**config.mk**
```make
export PLATFORM = sky130hd
export DESIGN_NAME = maxpool2x2_stream
export DESIGN_NICKNAME = d
export VERILOG_FILES = /design/src/rtl/maxpool2x2_stream.sv
export SDC_FILE = /design/constraint.sdc
export NUM_CORES = 1
export LEC_CHECK = 0
export ABC_CLOCK_PERIOD_IN_PS = 3500
export BUFFER_PORTS_ARGS = -buffer_cell sky130_fd_sc_hd__buf_2
export CAP_MARGIN = 20
export CORE_MARGIN = 2
export CORE_UTILIZATION = 40
export DETAILED_ROUTE_END_ITERATION = 10
export SLEW_MARGIN = 0
export SYNTH_ARGS = -nofsm -noshare
export SYNTH_HDL_FRONTEND = slang
export SYNTH_SLANG_ARGS = --single-unit
```
**constraint.sdc**
```tcl
create_clock -name clk -period 3.5 [get_ports clk]
set_input_delay 0.175 -clock clk [delete_from_list [all_inputs] [get_ports clk]]
set_output_delay 0.175 -clock clk [all_outputs]
set_load 0.05 [all_outputs]
```
**src/rtl/maxpool2x2_stream.sv**
```systemverilog
// maxpool2x2_stream: streaming 2x2 / stride-2 signed max pooling over a raster-order
// feature map. Each even row is reduced horizontally into a half-width line buffer.
// Each odd row combines that buffer with its own horizontal maxima to emit pooled
// elements through a single-entry valid/ready output register.
// Optional build macro: MAXPOOL_FUSED_RELU_EN clamps negative pooled results to 0.
module maxpool2x2_stream #(
    parameter int unsigned DATA_WIDTH = 8,
    parameter int unsigned IMG_W      = 28,
    parameter int unsigned IMG_H      = 28
) (
    input  logic                  clk,
    input  logic                  rst,
    input  logic [DATA_WIDTH-1:0] in_data,
    input  logic                  in_valid,
    output logic                  in_ready,
    output logic [DATA_WIDTH-1:0] out_data,
    output logic                  out_valid,
    input  logic                  out_ready,
    output logic                  out_last
);

    localparam int unsigned HALF_W = IMG_W / 2;
    localparam int unsigned COL_W  = $clog2(IMG_W);
    localparam int unsigned ROW_W  = $clog2(IMG_H);
    localparam int unsigned IDX_W  = (HALF_W > 1) ? $clog2(HALF_W) : 1;

    logic [COL_W-1:0] col_q, col_d;
    logic [ROW_W-1:0] row_q, row_d;

    logic signed [DATA_WIDTH-1:0] pair_q;
    logic signed [DATA_WIDTH-1:0] lb_q [HALF_W];

    logic signed [DATA_WIDTH-1:0] out_data_q, out_data_d;
    logic                         out_valid_q, out_valid_d;
    logic                         out_last_q, out_last_d;

    logic                         in_fire, out_fire;
    logic                         col_end, row_end, col_odd, row_odd;
    logic                         load_out;
    logic [IDX_W-1:0]             lb_idx;
    logic signed [DATA_WIDTH-1:0] cur, hmax, vmax, pooled;

    // The output register can take a new value whenever it is empty or being drained.
    assign in_ready = !out_valid_q || out_ready;
    assign in_fire  = in_valid && in_ready;
    assign out_fire = out_valid_q && out_ready;

    assign col_end = (col_q == COL_W'(IMG_W - 1));
    assign row_end = (row_q == ROW_W'(IMG_H - 1));
    assign col_odd = col_q[0];
    assign row_odd = row_q[0];
    assign lb_idx  = IDX_W'(col_q >> 1);

    // Horizontal and vertical signed maxima for the element being accepted.
    always_comb begin
        cur  = $signed(in_data);
        hmax = (cur > pair_q) ? cur : pair_q;
        vmax = (hmax > lb_q[lb_idx]) ? hmax : lb_q[lb_idx];
`ifdef MAXPOOL_FUSED_RELU_EN
        pooled = vmax[DATA_WIDTH-1] ? '0 : vmax;
`else
        pooled = vmax;
`endif
    end

    // Bottom-right element of a 2x2 window produces a pooled output.
    assign load_out = in_fire && col_odd && row_odd;

    // Raster position counters: col wraps at the row end, row wraps at the frame end.
    always_comb begin
        col_d = col_q;
        row_d = row_q;
        if (in_fire) begin
            if (col_end) begin
                col_d = '0;
                row_d = row_end ? '0 : row_q + ROW_W'(1);
            end else begin
                col_d = col_q + COL_W'(1);
            end
        end
    end

    // Output register next state: a new load wins over a drain, so no bubble appears.
    always_comb begin
        out_valid_d = out_valid_q;
        out_data_d  = out_data_q;
        out_last_d  = out_last_q;
        if (load_out) begin
            out_valid_d = 1'b1;
            out_data_d  = pooled;
            out_last_d  = row_end && col_end;
        end else if (out_fire) begin
            out_valid_d = 1'b0;
        end
    end

    // State registers with synchronous reset.
    always_ff @(posedge clk) begin
        if (rst) begin
            col_q       <= '0;
            row_q       <= '0;
            pair_q      <= '0;
            out_valid_q <= 1'b0;
            out_data_q  <= '0;
            out_last_q  <= 1'b0;
        end else begin
            col_q       <= col_d;
            row_q       <= row_d;
            out_valid_q <= out_valid_d;
            out_data_q  <= out_data_d;
            out_last_q  <= out_last_d;
            if (in_fire && !col_odd) begin
                pair_q <= cur;
            end
        end
    end

    // Line buffer of horizontal maxima from even rows; contents survive reset.
    always_ff @(posedge clk) begin
        if (!rst && in_fire && col_odd && !row_odd) begin
            lb_q[lb_idx] <= hmax;
        end
    end

    assign out_data  = out_data_q;
    assign out_valid = out_valid_q;
    assign out_last  = out_last_q;

endmodule

```
### After elaboration in Yosys (flattened, before gate mapping)

Memories as Yosys holds them, arrays and structs flattened. A register that Yosys moved wholly into a read port is not among the register bits.
Cells that the tools add are included.

* flip-flop bits (word level): 28
* bits in latches: 0
* bits in writable memories: 112
* bits in read-only memories: 0
* input bits: 12
* output and inout port bits: 11
* word-level logic and storage cells: 39
* memories: 1

* add/sub/neg operators: 2
* multipliers: 0
* div/mod/pow operators: 0
* order comparisons: 2
* equality and inequality tests: 2
* shift operators: 0
* mux-type cells: 10
* bitwise operators: 0
* reductions and logical operators: 16

Memory list
* lb_q: depth 14, bits a word 8, read ports 1, clocked after Yosys merged registers in 1, wr ports 1, RTL line 31 `logic signed [DATA_WIDTH-1:0] lb_q [HALF_W];`

Operators with widths (number)
* $gt A8 B8 Y1: 2
* $mux W8: 2
* $add A5 B1 Y5 const B: 2
* $eq A5 B5 Y1 const B: 2
* $mux W5: 2
* $logic_and A1 B1 Y1: 9
* $mux W4: 2
* $logic_not A1 Y1: 4
* $mux W1: 4
* $reduce_and A2 Y1: 1
* $reduce_bool A2 Y1: 1
* $logic_or A1 B1 Y1: 1

### Depth between registers and ports, before layout

Gate-level depths: netlist of run 1.

* word-level depth: 8
* depth in mapped cells: 16
* depth with buffers taken out: 15

### Least setup slack after synthesis of run 1

No wires, ideal clock.

* kind: register to register
* start point: register pair_q[5]
* end point: register out_data_q[1], in the netlist out_data[1]
* setup time: 61 ps
* arrival: 3754 ps
* required time: 3439 ps
* path slack: -315 ps
* cell stages (with the launch flop): 16
* path buffers: 1
* clock period less this slack: 3815 ps
* cell sequence: dfxtp_1 > inv_1 > ha_1 > a21oi_1 > o22ai_1 > nor4_1 > a21oi_1 > clkbuf_1 > o21ai_0 > ha_1 > nand4_1 > nor2_1 > nor3_1 > nand3_1 > a211oi_1 > a221o_1

* cells in the longest elaborated chain, start to end: 4

Ends and longest elaborated chain
* from (decl): RTL line 30 `logic signed [DATA_WIDTH-1:0] pair_q;`
* from (signal assigned): RTL line 113 `pair_q <= cur;`
* $gt A8 B8 Y1: RTL line 57 `hmax = (cur > pair_q) ? cur : pair_q;`
* $mux W8 *: RTL line 57
* named net hmax[5]: RTL line 41 `logic signed [DATA_WIDTH-1:0] cur, hmax, vmax, pooled;`
* $gt A8 B8 Y1 *: RTL line 58 `vmax = (hmax > lb_q[lb_idx]) ? hmax : lb_q[lb_idx];`
* $mux W8 *: RTL line 58
* to (signal assigned): RTL line 110 `out_data_q <= out_data_d;`
* to (decl): RTL line 33 `logic signed [DATA_WIDTH-1:0] out_data_q, out_data_d;`

Mark *: on every way through the listed nets, which the timed path passes. The rest lies on a longest branch.
A chain may end at the register's enable or synchronous reset.

### Worst setup path in the final report of run 1

* start point: register pair_q[5]
* end point: register out_data_q[7], in the netlist out_data[7]

* cells in the longest elaborated chain, start to end: 4

Ends and longest elaborated chain (RTL line)
* $gt A8 B8 Y1: 57
* $mux W8: 57
* named net hmax[1]: 41
* $gt A8 B8 Y1: 58
* $mux W8: 58

The timed path passes the listed nets, and every way through them passes these cells.

==> flow_metrics.tcl, run 1 <==
set metrics [dict create \
    clock_sinks 144 \
    cp-end-kind "register" \
    grt_pass1_vias 3900 \
    area_growth_pct 24.1 \
    max_freq_mhz 282 \
    die-area_um2 16500 \
    synthCells 450 \
    fin_cells 716 \
    via_per_inst 5.53 \
    clk_latency_ns 0.42 \
    layout_common_cells "edfxtp_1 (112), mux2i_1 (48), buf_4 (39)" \
    firstDrtPassIters 5 \
    num_io_pins 23 \
    cts_tree "yes" \
    worst-path-max-fanout 8 \
    numCtsBuffers 17 \
    multi_input_area_um2 2280 \
    nNetsFinal 545 \
    startpoint_type "register" \
    drive_gt1_share_pct 28.4 \
    synthSimpleGateAreaFrac_pct 9.43 \
    routed-via-count 3963 \
    sw_frac_of_total_pct 21.7 \
    vdd_drop_max_mv 0.375 \
    crit_type "register to register" \
    crit_slowest_cell "nor3_2" \
    violations "setup timing" \
    p_clk_share_pct 44.7 \
    arrival_ns 3.86 \
    worstPathCellList "inv_2 > ha_4 > a21oi_2 > o22ai_1 > nor4_1 > buf_4 > a21oi_4 > buf_8 > buf_4 > nand2_1 > o21ai_2 > ha_1 > nand4_1 > nor2_1 > nor3_2 > a21boi_4 > a22o_1 > a221o_1" \
    gp_congestion 0.818 \
    antenna_found_initial 0 \
    worst_slew_pin_slew_ns 0.902 \
    die_y_um 129 \
    syn_area_per_cell_um2 13.8 \
    htreeDepth 4 \
    groute.usage.overall_pct 17.7 \
    overflow 0 \
    synth.distinct_cells 44 \
    rows 45 \
    setup_violations 6 \
    drc 0 \
    fin_setup_tns_ns -0.176 \
    power.share.sequential_pct 46.5 \
    wire_per_inst_um 20.0 \
    p_sw_uw 883 \
    max_cap_violations 0 \
    p_int_uw 3190 \
    synth-edff-count 112 \
    slew_viol_final 0 \
    final_util_pct 50.7 \
    grt_pass1_wl_mm 21.7 \
    ys_seq_area_share_pct 64.5 \
    dp_cells 671 \
    finalWirelength_mm 14.3 \
    clock_skew_ns 0.00911 \
    route.antenna.remaining_nets 0 \
    hold_path.class "primary input to register" \
    max-clock-path-buffers 2 \
    grt_max_degree 24 \
    async_reset_ff_share_pct 0 \
    hold_viol 0 \
    cts-root-buf "clkbuf_16" \
    power.density_nw_per_um2 528 \
    critPathRequiredTime_ns 3.81 \
    hpwl_mm 9.45 \
    syn-num-nets 480 \
    power_frac_comb_pct 8.7 \
    n_antenna_cell 0 \
    ys_ff_latch 144 \
    critPathMaxStageDelay_ns 0.36 \
    finalCriticalPeriod_ns 3.55 \
    crit_top_cell "buf_4" \
    status "complete, but fails checks" \
    synth_top_family_by_area "multiplexers" \
    worst_hold_slack_ns 0.0314 \
    final_common_cell "edfxtp_1" \
    nFillCells 1278 \
    synthXorXnorAreaFrac_pct 0 \
    synth_fa_ha_area_share_pct 3.63 \
    fin_ws_ns -0.0513 \
    start_util_pct 40.9 \
    die_w_um 129 \
    synth_mux_area_share_pct 11.1 \
    final-seq-area_um2 4020 \
    drt-initial-drc-count 325 \
    period_share_pct 101 \
    synth_compound_area_share_pct 8.28 \
    power_leakage_uw 0.00271 \
    yosysWarnings 0 \
    ctsHoldBuffers 0 \
    coreArea_um2 15200 \
    portBuffers 22 \
    syn_area_um2 6210 \
    yosys_most_used_dff "edfxtp_1" \
    path_clk_slew_ns 0.06 \
    slew_headroom_pct 39.7 \
]
-- critical path: cells and delay by family, from the launching register on --
family / cells / cell delay [ns]
and+or+nand+nor: 5 / 0.92
adders and majority gates: 2 / 0.52
DFF: 1 / 0.35
buffers and inverters: 4 / 0.54
AOI/OAI and AO/OA: 7 / 1.08
-- final timing paths --
path | from | to | slack, ns | cells past startpoint
hold / removal | in_data[0] | pair_q[0] | 0.03 | 3
setup reg to reg | pair_q[5] | out_data[7] | -0.05 | 18
hold reg to reg | pair_q[4] | out_data[4] | 0.50 | 1
setup / recovery | pair_q[5] | out_data[7] | -0.05 | 18
-- area by class of cell --
class                           instances  share of cell area (%)
Clock buffer                           21                    5.97
Clock inverter                         11                    1.82
Inverter                               21                    1.02
Multi-Input combinational cell        265                    29.6
Sequential cell                       144                    52.1
Tap cell                              188                    3.05
Timing Repair Buffer                   66                    6.41
-- kinds of logic after synthesis --
kind of cell / Yosys count
flops: 144
simple gates: 113
compound gates: 74
mux: 60
buf+inv: 41
fa+ha+maj: 18
-- state kept, by name, summed over array words and instances (netlist names), named ones only --
signal and count:
pair_q 8, out_data 8, out_last 1, out_valid 1, row_q 5, lb_q 112
col_q 5
-- power groups by stage --
stage	Clock [uW]	Combinational (uW)	Sequential, uW
global placement	0	254	1930
floorplan	0	158	1930
finish	1820	355	1890
CTS	1840	267	1890
global route	1920	387	1900
detailed placement	0	261	1930
-- through the flow --
stage	power, uW	cell area, um2	setup slack (ns)
floorplan	2080	6240	0.0614
CTS	4000	7360	0.0160
global placement	2180	6730	-0.00880
global route	4200	7710	-0.185
finish	4070	7710	-0.0513
detailed placement	2190	6730	-0.0360
-- metal layers --
layer	routed length, um	global-route usage (%)	part of all wire [%]	vias to the layer above
met4	385	7.86	2.7	0
met5	0	0	0	-
met2	7130	29.1	50	104
li1	-	-	-	1853
met3	558	4.16	3.9	31
met1	6260	22.4	44	1975
-- repair_timing --
item / CTS / global route
pin swaps: 2 / 20
endpoints found under the setup margin: 8 / 8
setup buffers: 2 / 10
hold endpoints to repair: 0 / 0
gates resized for setup: 5 / 43
cloned: 0 / 1
-- synthesized netlist by cell type, drive strengths merged (2+ instances only) --
cell | instances | share of area, %
edfxtp | 112 | 54
mux2i | 48 | 7.7
nor2 | 36 | 2.2
dfxtp | 32 | 10
nand2 | 22 | 1.3
inv | 21 | 1.3
ha | 18 | 3.6
a21oi | 14 | 1.1
o22ai | 13 | 1.3
o21ai | 12 | 0.97
buf | 11 | 1.3
clkbuf | 9 | 0.54
nor3 | 9 | 0.73
or3b | 9 | 1.3
a211oi | 7 | 0.85
nand3 | 7 | 0.56
a221o | 6 | 0.97
a22o | 6 | 0.85
mux2 | 6 | 1.1
mux4 | 6 | 2.2
o2bb2ai | 6 | 0.85
nand2b | 4 | 0.44
nand3b | 4 | 0.48
nand4 | 4 | 0.40
nand4b | 4 | 0.56
nor2b | 4 | 0.40
and2 | 3 | 0.30
a211o | 2 | 0.28
a32o | 2 | 0.32
and3 | 2 | 0.20
o211ai | 2 | 0.24
or3 | 2 | 0.20
No activity file was read; power rests on OpenSTA's default activity.
==> run 2, diff against run 1 <==
--- a/config.mk
+++ b/config.mk
@@ -5,12 +5,14 @@
 export SDC_FILE = /design/constraint.sdc
 export NUM_CORES = 1
 export LEC_CHECK = 0
+export ABC_AREA = 1
 export ABC_CLOCK_PERIOD_IN_PS = 3500
 export BUFFER_PORTS_ARGS = -buffer_cell sky130_fd_sc_hd__buf_2
 export CAP_MARGIN = 20
 export CORE_MARGIN = 2
 export CORE_UTILIZATION = 40
 export DETAILED_ROUTE_END_ITERATION = 10
+export RECOVER_POWER = 100
 export SLEW_MARGIN = 0
 export SYNTH_ARGS = -nofsm -noshare
 export SYNTH_HDL_FRONTEND = slang
==> run 2 against run 1 <==
Worst hold slack better by 0.021 ns. The run now ends clean. Die area up 4.2%. Cell count is 27% higher. Count of clock-buffer cells in the layout grew 5.
==> flow_metrics.tcl, run 2 <==
set metrics [dict create \
    status "finished, final reports clean" \
    firstDrtPassIters 5 \
    power.density_nw_per_um2 562 \
    largest_register_ff_count 112 \
    synthSimpleGateAreaFrac_pct 20.9 \
    async_reset_ff_share_pct 0 \
    numCtsBuffers 17 \
    synth_mux_area_share_pct 0 \
    portBuffers 22 \
    cts_resized 0 \
    r2r_end "out_data[6]" \
    post-synth-top-count-cell "nand2_1" \
    antenna_found_initial 0 \
    arrival_ns 3.45 \
    syn_area_per_cell_um2 9.90 \
    final_util_pct 46.2 \
    rows 46 \
    clock_sinks 144 \
    grt_pass1_wl_mm 23.7 \
    yosysTopAreaCellShare_pct 51.9 \
    synth_compound_area_share_pct 8.05 \
    startpoint_type "register" \
    synth-edff-count 112 \
    grt_max_degree 47 \
    die-area_um2 17200 \
    synthCells 655 \
    hold_path.class "primary input to register" \
    slew_viol_final 0 \
    wire_per_inst_um 16.3 \
    synthXorXnorAreaFrac_pct 0.135 \
    groute.usage.overall_pct 17.9 \
    dp_cells 879 \
    clk_latency_ns 0.42 \
    path_clk_slew_ns 0.06 \
    max_cap_violations 0 \
    nNetsFinal 713 \
    synth_fa_ha_area_share_pct 3.47 \
    n_antenna_cell 0 \
    fin_cells 912 \
    final_common_cell "nand2_1" \
    setup_violations 0 \
    synth_common_cells "nand2_1 (149), edfxtp_1 (112), nor2_1 (97)" \
    crit_type "register to register" \
    fin_setup_tns_ns 0 \
    layout_common_cells "nand2_1 (151), edfxtp_1 (112), nor2_1 (97)" \
    vdd_drop_max_mv 0.358 \
    finalCriticalPeriod_ns 3.10 \
    overflow 0 \
    synth_largest_area_cell "edfxtp_1" \
    clock_skew_ns 0.00778 \
    power_leakage_uw 0.00281 \
    hold_end "out_valid" \
    worst_r2r_path_depth 21 \
    gp_congestion 0.890 \
    r2r_slack_ns 0.40 \
    drt-initial-drc-count 414 \
    worst_slew_pin_slew_ns 0.846 \
    grt_pass1_vias 4583 \
    slew_headroom_pct 43.4 \
    nFillCells 1527 \
    syn-num-nets 685 \
    crit_path_start "pair_q[7]" \
    coreArea_um2 15900 \
    synth.distinct_cells 33 \
    rsz0062_at_grt "no" \
    ctsHoldBuffers 0 \
    route.antenna.remaining_nets 0 \
    worst-path-max-fanout 16 \
    syn_area_um2 6480 \
    num_io_pins 23 \
    ys_ff_latch 144 \
    routed-via-count 4692 \
    period_share_pct 88.6 \
    drive_gt1_share_pct 8.05 \
    synth_area_leaders "edfxtp_1 (52%), dfxtp_1 (9.9%), nand2_1 (8.6%)" \
    hpwl_mm 9.99 \
    max-clock-path-buffers 2 \
    cts-root-buf "clkbuf_16" \
    min_path_cells 4 \
    die_w_um 131 \
    via_per_inst 5.14 \
    hold_viol 0 \
    die_y_um 131 \
    ys_seq_area_share_pct 61.8 \
    hp-start "out_ready" \
    cp-end-kind "register" \
    htreeDepth 4 \
    cts_tree "yes" \
    yosys_most_used_dff "edfxtp_1" \
    area_growth_pct 13.1 \
    p_total_uw 4120 \
    r2r-start "pair_q[7]" \
    start_util_pct 40.8 \
    finalWirelength_mm 14.9 \
    max_flop_register "lb_q" \
    yosysWarnings 0 \
    synth_top_family_by_area "simple AND/OR/NAND/NOR gates" \
    drc 0 \
    max_freq_mhz 322 \
    critPathRequiredTime_ns 3.85 \
]
==> run 2: area by class of cell <==
| type | count | area (um2) | area share (%) |
|---|---|---|---|
| multi-input cells | 434 | 2090 | 28.5 |
| clock buffers | 26 | 499 | 6.81 |
| repair buffers | 35 | 193 | 2.63 |
| well taps | 216 | 270 | 3.68 |
| flip-flops and latches | 144 | 4010 | 54.6 |
| inverters | 51 | 196 | 2.68 |
| clock inverters | 6 | 78.8 | 1.07 |
==> run 2: cell families after synthesis <==
logic type,Yosys count
buffers and inverters,77
AOI/OAI and AO/OA,96
adders and majority gates,18
DFF,144
xor gates and xnor gates,1
and+or+nand+nor,319
==> run 2: timing repair <==
item | in CTS | in global routing
endpoints found under the hold margin | 0 | 0
endpoints found under the setup margin | 0 | 8
setup buffers | 0 | 1
==> run 2: power by group <==
| group | internal, uW | switching [uW] | leakage, uW |
|---|---|---|---|
| sequential | 1910 | 15.1 | 0.00128 |
| combinational | 128 | 299 | 0.00125 |
| clock | 1120 | 653 | 0.000286 |
==> run 2: how the worst max path moves through the flow <==
| stage | cells past startpoint | to | slack (ns) |
|---|---|---|---|
| after floorplan | 22 | out_data[3] | 0.56 |
| after global placement | 19 | out_data[3] | 0.47 |
| after detailed placement | 20 | out_data[6] | 0.36 |
| after CTS | 20 | out_data[6] | 0.33 |
| after global routing | 24 | out_data[6] | 0.02 |
| final | 21 | out_data[6] | 0.40 |
==> run 2: through the flow <==
stage	hold WS [ns]	area, um2	worst slack (ns)
finish	0.0519	7340	0.399
global route	0.0635	7340	0.0186
CTS	0.0461	7370	0.333
detailed placement	0.457	6790	0.358
global placement	0.449	6790	0.475
floorplan	0.244	6480	0.561
==> run 2: critical path, stage by stage (launching register included) <==
cell and delay (ns):
dfxtp_1 0.34, inv_1 0.07, ha_1 0.30, nand2_1 0.07
nor2_1 0.18, nand2_1 0.11, nand3_2 0.17, nand3_2 0.18
nand2_1 0.12, nand2_1 0.08, ha_1 0.32, nand2_1 0.07
nor2_2 0.13, nand2_1 0.08, nand3_2 0.07, nand2_2 0.07
a21oi_4 0.17, buf_12 0.15, nor2_1 0.05, nor2_1 0.09
nand2_1 0.07, a21oi_1 0.13
==> run 2: metal layers <==
metal / vias up / global-route usage, % / share of wire, %
li1: 2285 / - / -
met1: 2272 / 22.8 / 45
met2: 116 / 29.6 / 50
met3: 19 / 4.98 / 4.4
met4: 0 / 5.56 / 1.3
met5: - / 0 / 0
==> run 3, diff against run 2 <==
--- a/config.mk
+++ b/config.mk
@@ -6,12 +6,13 @@
 export NUM_CORES = 1
 export LEC_CHECK = 0
 export ABC_AREA = 1
-export ABC_CLOCK_PERIOD_IN_PS = 3500
+export ABC_CLOCK_PERIOD_IN_PS = 3100
 export BUFFER_PORTS_ARGS = -buffer_cell sky130_fd_sc_hd__buf_2
 export CAP_MARGIN = 20
 export CORE_MARGIN = 2
 export CORE_UTILIZATION = 40
 export DETAILED_ROUTE_END_ITERATION = 10
+export PLACE_DENSITY = 0.61
 export RECOVER_POWER = 100
 export SLEW_MARGIN = 0
 export SYNTH_ARGS = -nofsm -noshare
==> constraint.sdc (replaced) <==
create_clock -name clk -period 3.1 [get_ports clk]
set_input_delay 0.155 -clock clk [delete_from_list [all_inputs] [get_ports clk]]
set_output_delay 0.155 -clock clk [all_outputs]
set_load 0.05 [all_outputs]
==> run 3 against run 2 <==
Sequential power increased by 12%. Setup slack got worse by 0.31 ns. Core utilization increased by 3.6 points. Clock skew about the same. Total power increased by 18%. Via count increased by 2.6%. Routed wire length increased by 6.9%. Flip-flop and latch count unchanged. Final area increased by 7.8%. Sequential share of layout area decreased by 3.8 points. Register-to-register slack got worse by 0.31 ns. Critical path type unchanged. Critical endpoint is now out_data[0]. Largest cell class unchanged.
==> flow_metrics.tcl, run 3 (synthesis results as in run 2) <==
set metrics [dict create \
    fin_cells 933 \
    r2r_slack_ns 0.09 \
    layout_common_cells "nand2_1 (128), edfxtp_1 (112), nor2_1 (93)" \
    rows 46 \
    start_util_pct 40.8 \
    max_flop_register "lb_q" \
    cp-end-kind "register" \
    crit_path_start "pair_q[4]" \
    die_w_um 131 \
    worst_hold_slack_ns 0.0439 \
    slew_viol_final 0 \
    grt_pass1_vias 4543 \
    groute.usage.overall_pct 18.2 \
    period_share_pct 97.0 \
    finalCriticalPeriod_ns 3.01 \
    htreeDepth 4 \
    hold_viol 0 \
    fin_setup_tns_ns 0 \
    path_clk_slew_ns 0.06 \
    portBuffers 22 \
    worst-path-max-fanout 8 \
    setup_violations 0 \
    overflow 0 \
    max_freq_mhz 332 \
    die_y_um 131 \
    cts_tree "yes" \
    nFillCells 1446 \
    clock_sinks 144 \
    worst_slew_pin_slew_ns 0.941 \
    antenna_found_initial 0 \
    clock_skew_ns 0.00804 \
    clk_latency_ns 0.42 \
    r2r_end "out_data[0]" \
    drive_gt1_share_pct 19.5 \
    status "finished, final reports clean" \
    cts-root-buf "clkbuf_16" \
    max-clock-path-buffers 2 \
    critPathRequiredTime_ns 3.45 \
    largest_register_ff_count 112 \
    gp_congestion 0.900 \
    numCtsBuffers 17 \
    firstDrtPassIters 5 \
    worst_r2r_path_depth 22 \
    die-area_um2 17200 \
    n_antenna_cell 0 \
    arrival_ns 3.36 \
    power_leakage_uw 0.00302 \
    drc 0 \
    grt_pass1_wl_mm 24.2 \
    vdd_drop_max_mv 0.510 \
    fin_area_um2 7910 \
    wire_per_inst_um 17.0 \
    dp_cells 885 \
    crit_type "register to register" \
    drt-initial-drc-count 421 \
    hold_path.class "primary input to register" \
    nNetsFinal 734 \
    area_growth_pct 21.9 \
    fin_ws_ns 0.0924 \
    finalWirelength_mm 15.9 \
    r2r-start "pair_q[4]" \
    startpoint_type "register" \
    dpl_cell_area_um2 6860 \
    crit_end "out_data[0]" \
    via_per_inst 5.16 \
    grt_max_degree 47 \
    ctsHoldBuffers 0 \
    coreArea_um2 15900 \
    routed-via-count 4815 \
    max_cap_violations 0 \
    num_io_pins 23 \
    route.antenna.remaining_nets 0 \
    slew_headroom_pct 37.0 \
    final_common_cell "nand2_1" \
    hpwl_mm 9.93 \
    power.density_nw_per_um2 613 \
    dp_slack_ns 0.0821 \
]
[run 3: cell types whose count changed in the layout (fill, tap and decap cells not counted), sizes merged]
cell,change
clkbuf,-10
buf,+25
bufinv,+1
clkinvlp,+2
nand2,+1
nand3,+1
inv,+1
[run 3: how the worst min path moves through the flow]
stage | from | endpoint | slack (ns) | cells past startpoint
after floorplan | rst | out_data[7] | 0.22 | 1
after global placement | out_data[6] | out_data[6] | 0.45 | 2
after detailed placement | out_data[0] | out_data[0] | 0.46 | 2
after CTS | in_data[0] | pair_q[0] | 0.04 | 3
after global routing | in_data[0] | pair_q[0] | 0.04 | 3
final | out_ready | out_valid | 0.04 | 4
[run 3: final cells by class]
class	instances	area [um2]	area share [%]
Tap cell	216	270	3.42
Sequential cell	144	4020	50.8
Clock inverter	10	136	1.73
Multi-Input combinational cell	436	2460	31.1
Timing Repair Buffer	54	379	4.80
Clock buffer	22	444	5.62
Inverter	51	199	2.52
[run 3: routing by layer]
metal / share of wire (%) / vias to the layer above / global-route usage, %
li1: - / 2328 / -
met1: 45 / 2345 / 24.4
met2: 50 / 122 / 29.5
met3: 4.2 / 20 / 3.32
met4: 1.4 / 0 / 6.52
met5: 0 / - / 0
[run 3: metrics by stage]
| step | power, uW | util, % |
|---|---|---|
| 5_1_grt | 5010 | 49.8 |
| 6_report | 4850 | 49.8 |
| 3_5_place_dp | 2690 | 43.2 |
| 2_1_floorplan | 2520 | - |
| 4_1_cts | 4700 | 46.8 |
| 3_3_place_gp | 2680 | 43.2 |
[run 3: what timing repair did]
action | in CTS | in global routing
endpoints found under the setup margin | 0 | 8
resized for setup | 0 | 85
buffers inserted | 0 | 13
[run 3: worst max-delay path, stage by stage, from the launching register on]
cell and delay (ns):
dfxtp_2 0.32, inv_1 0.05, ha_1 0.21, a21oi_4 0.18, nor2_4 0.07, nor2_4 0.15, nand2_4 0.08, nand2_4 0.10
nand3_4 0.19, nand2_4 0.15, nand2_4 0.06, ha_4 0.27, inv_1 0.04, o21bai_1 0.14, nand2_1 0.09, nand3_2 0.07
nand2_2 0.07, a21oi_4 0.20, buf_6 0.13, nor2_1 0.06, nor2_1 0.09, nand2_1 0.09, a21oi_2 0.11
[run 3: report_power, final]
part / internal (uW) / total [uW] / switching, uW
registers: 2150 / 2160 / 12.8
logic: 236 / 659 / 422
clock network: 1260 / 2030 / 763
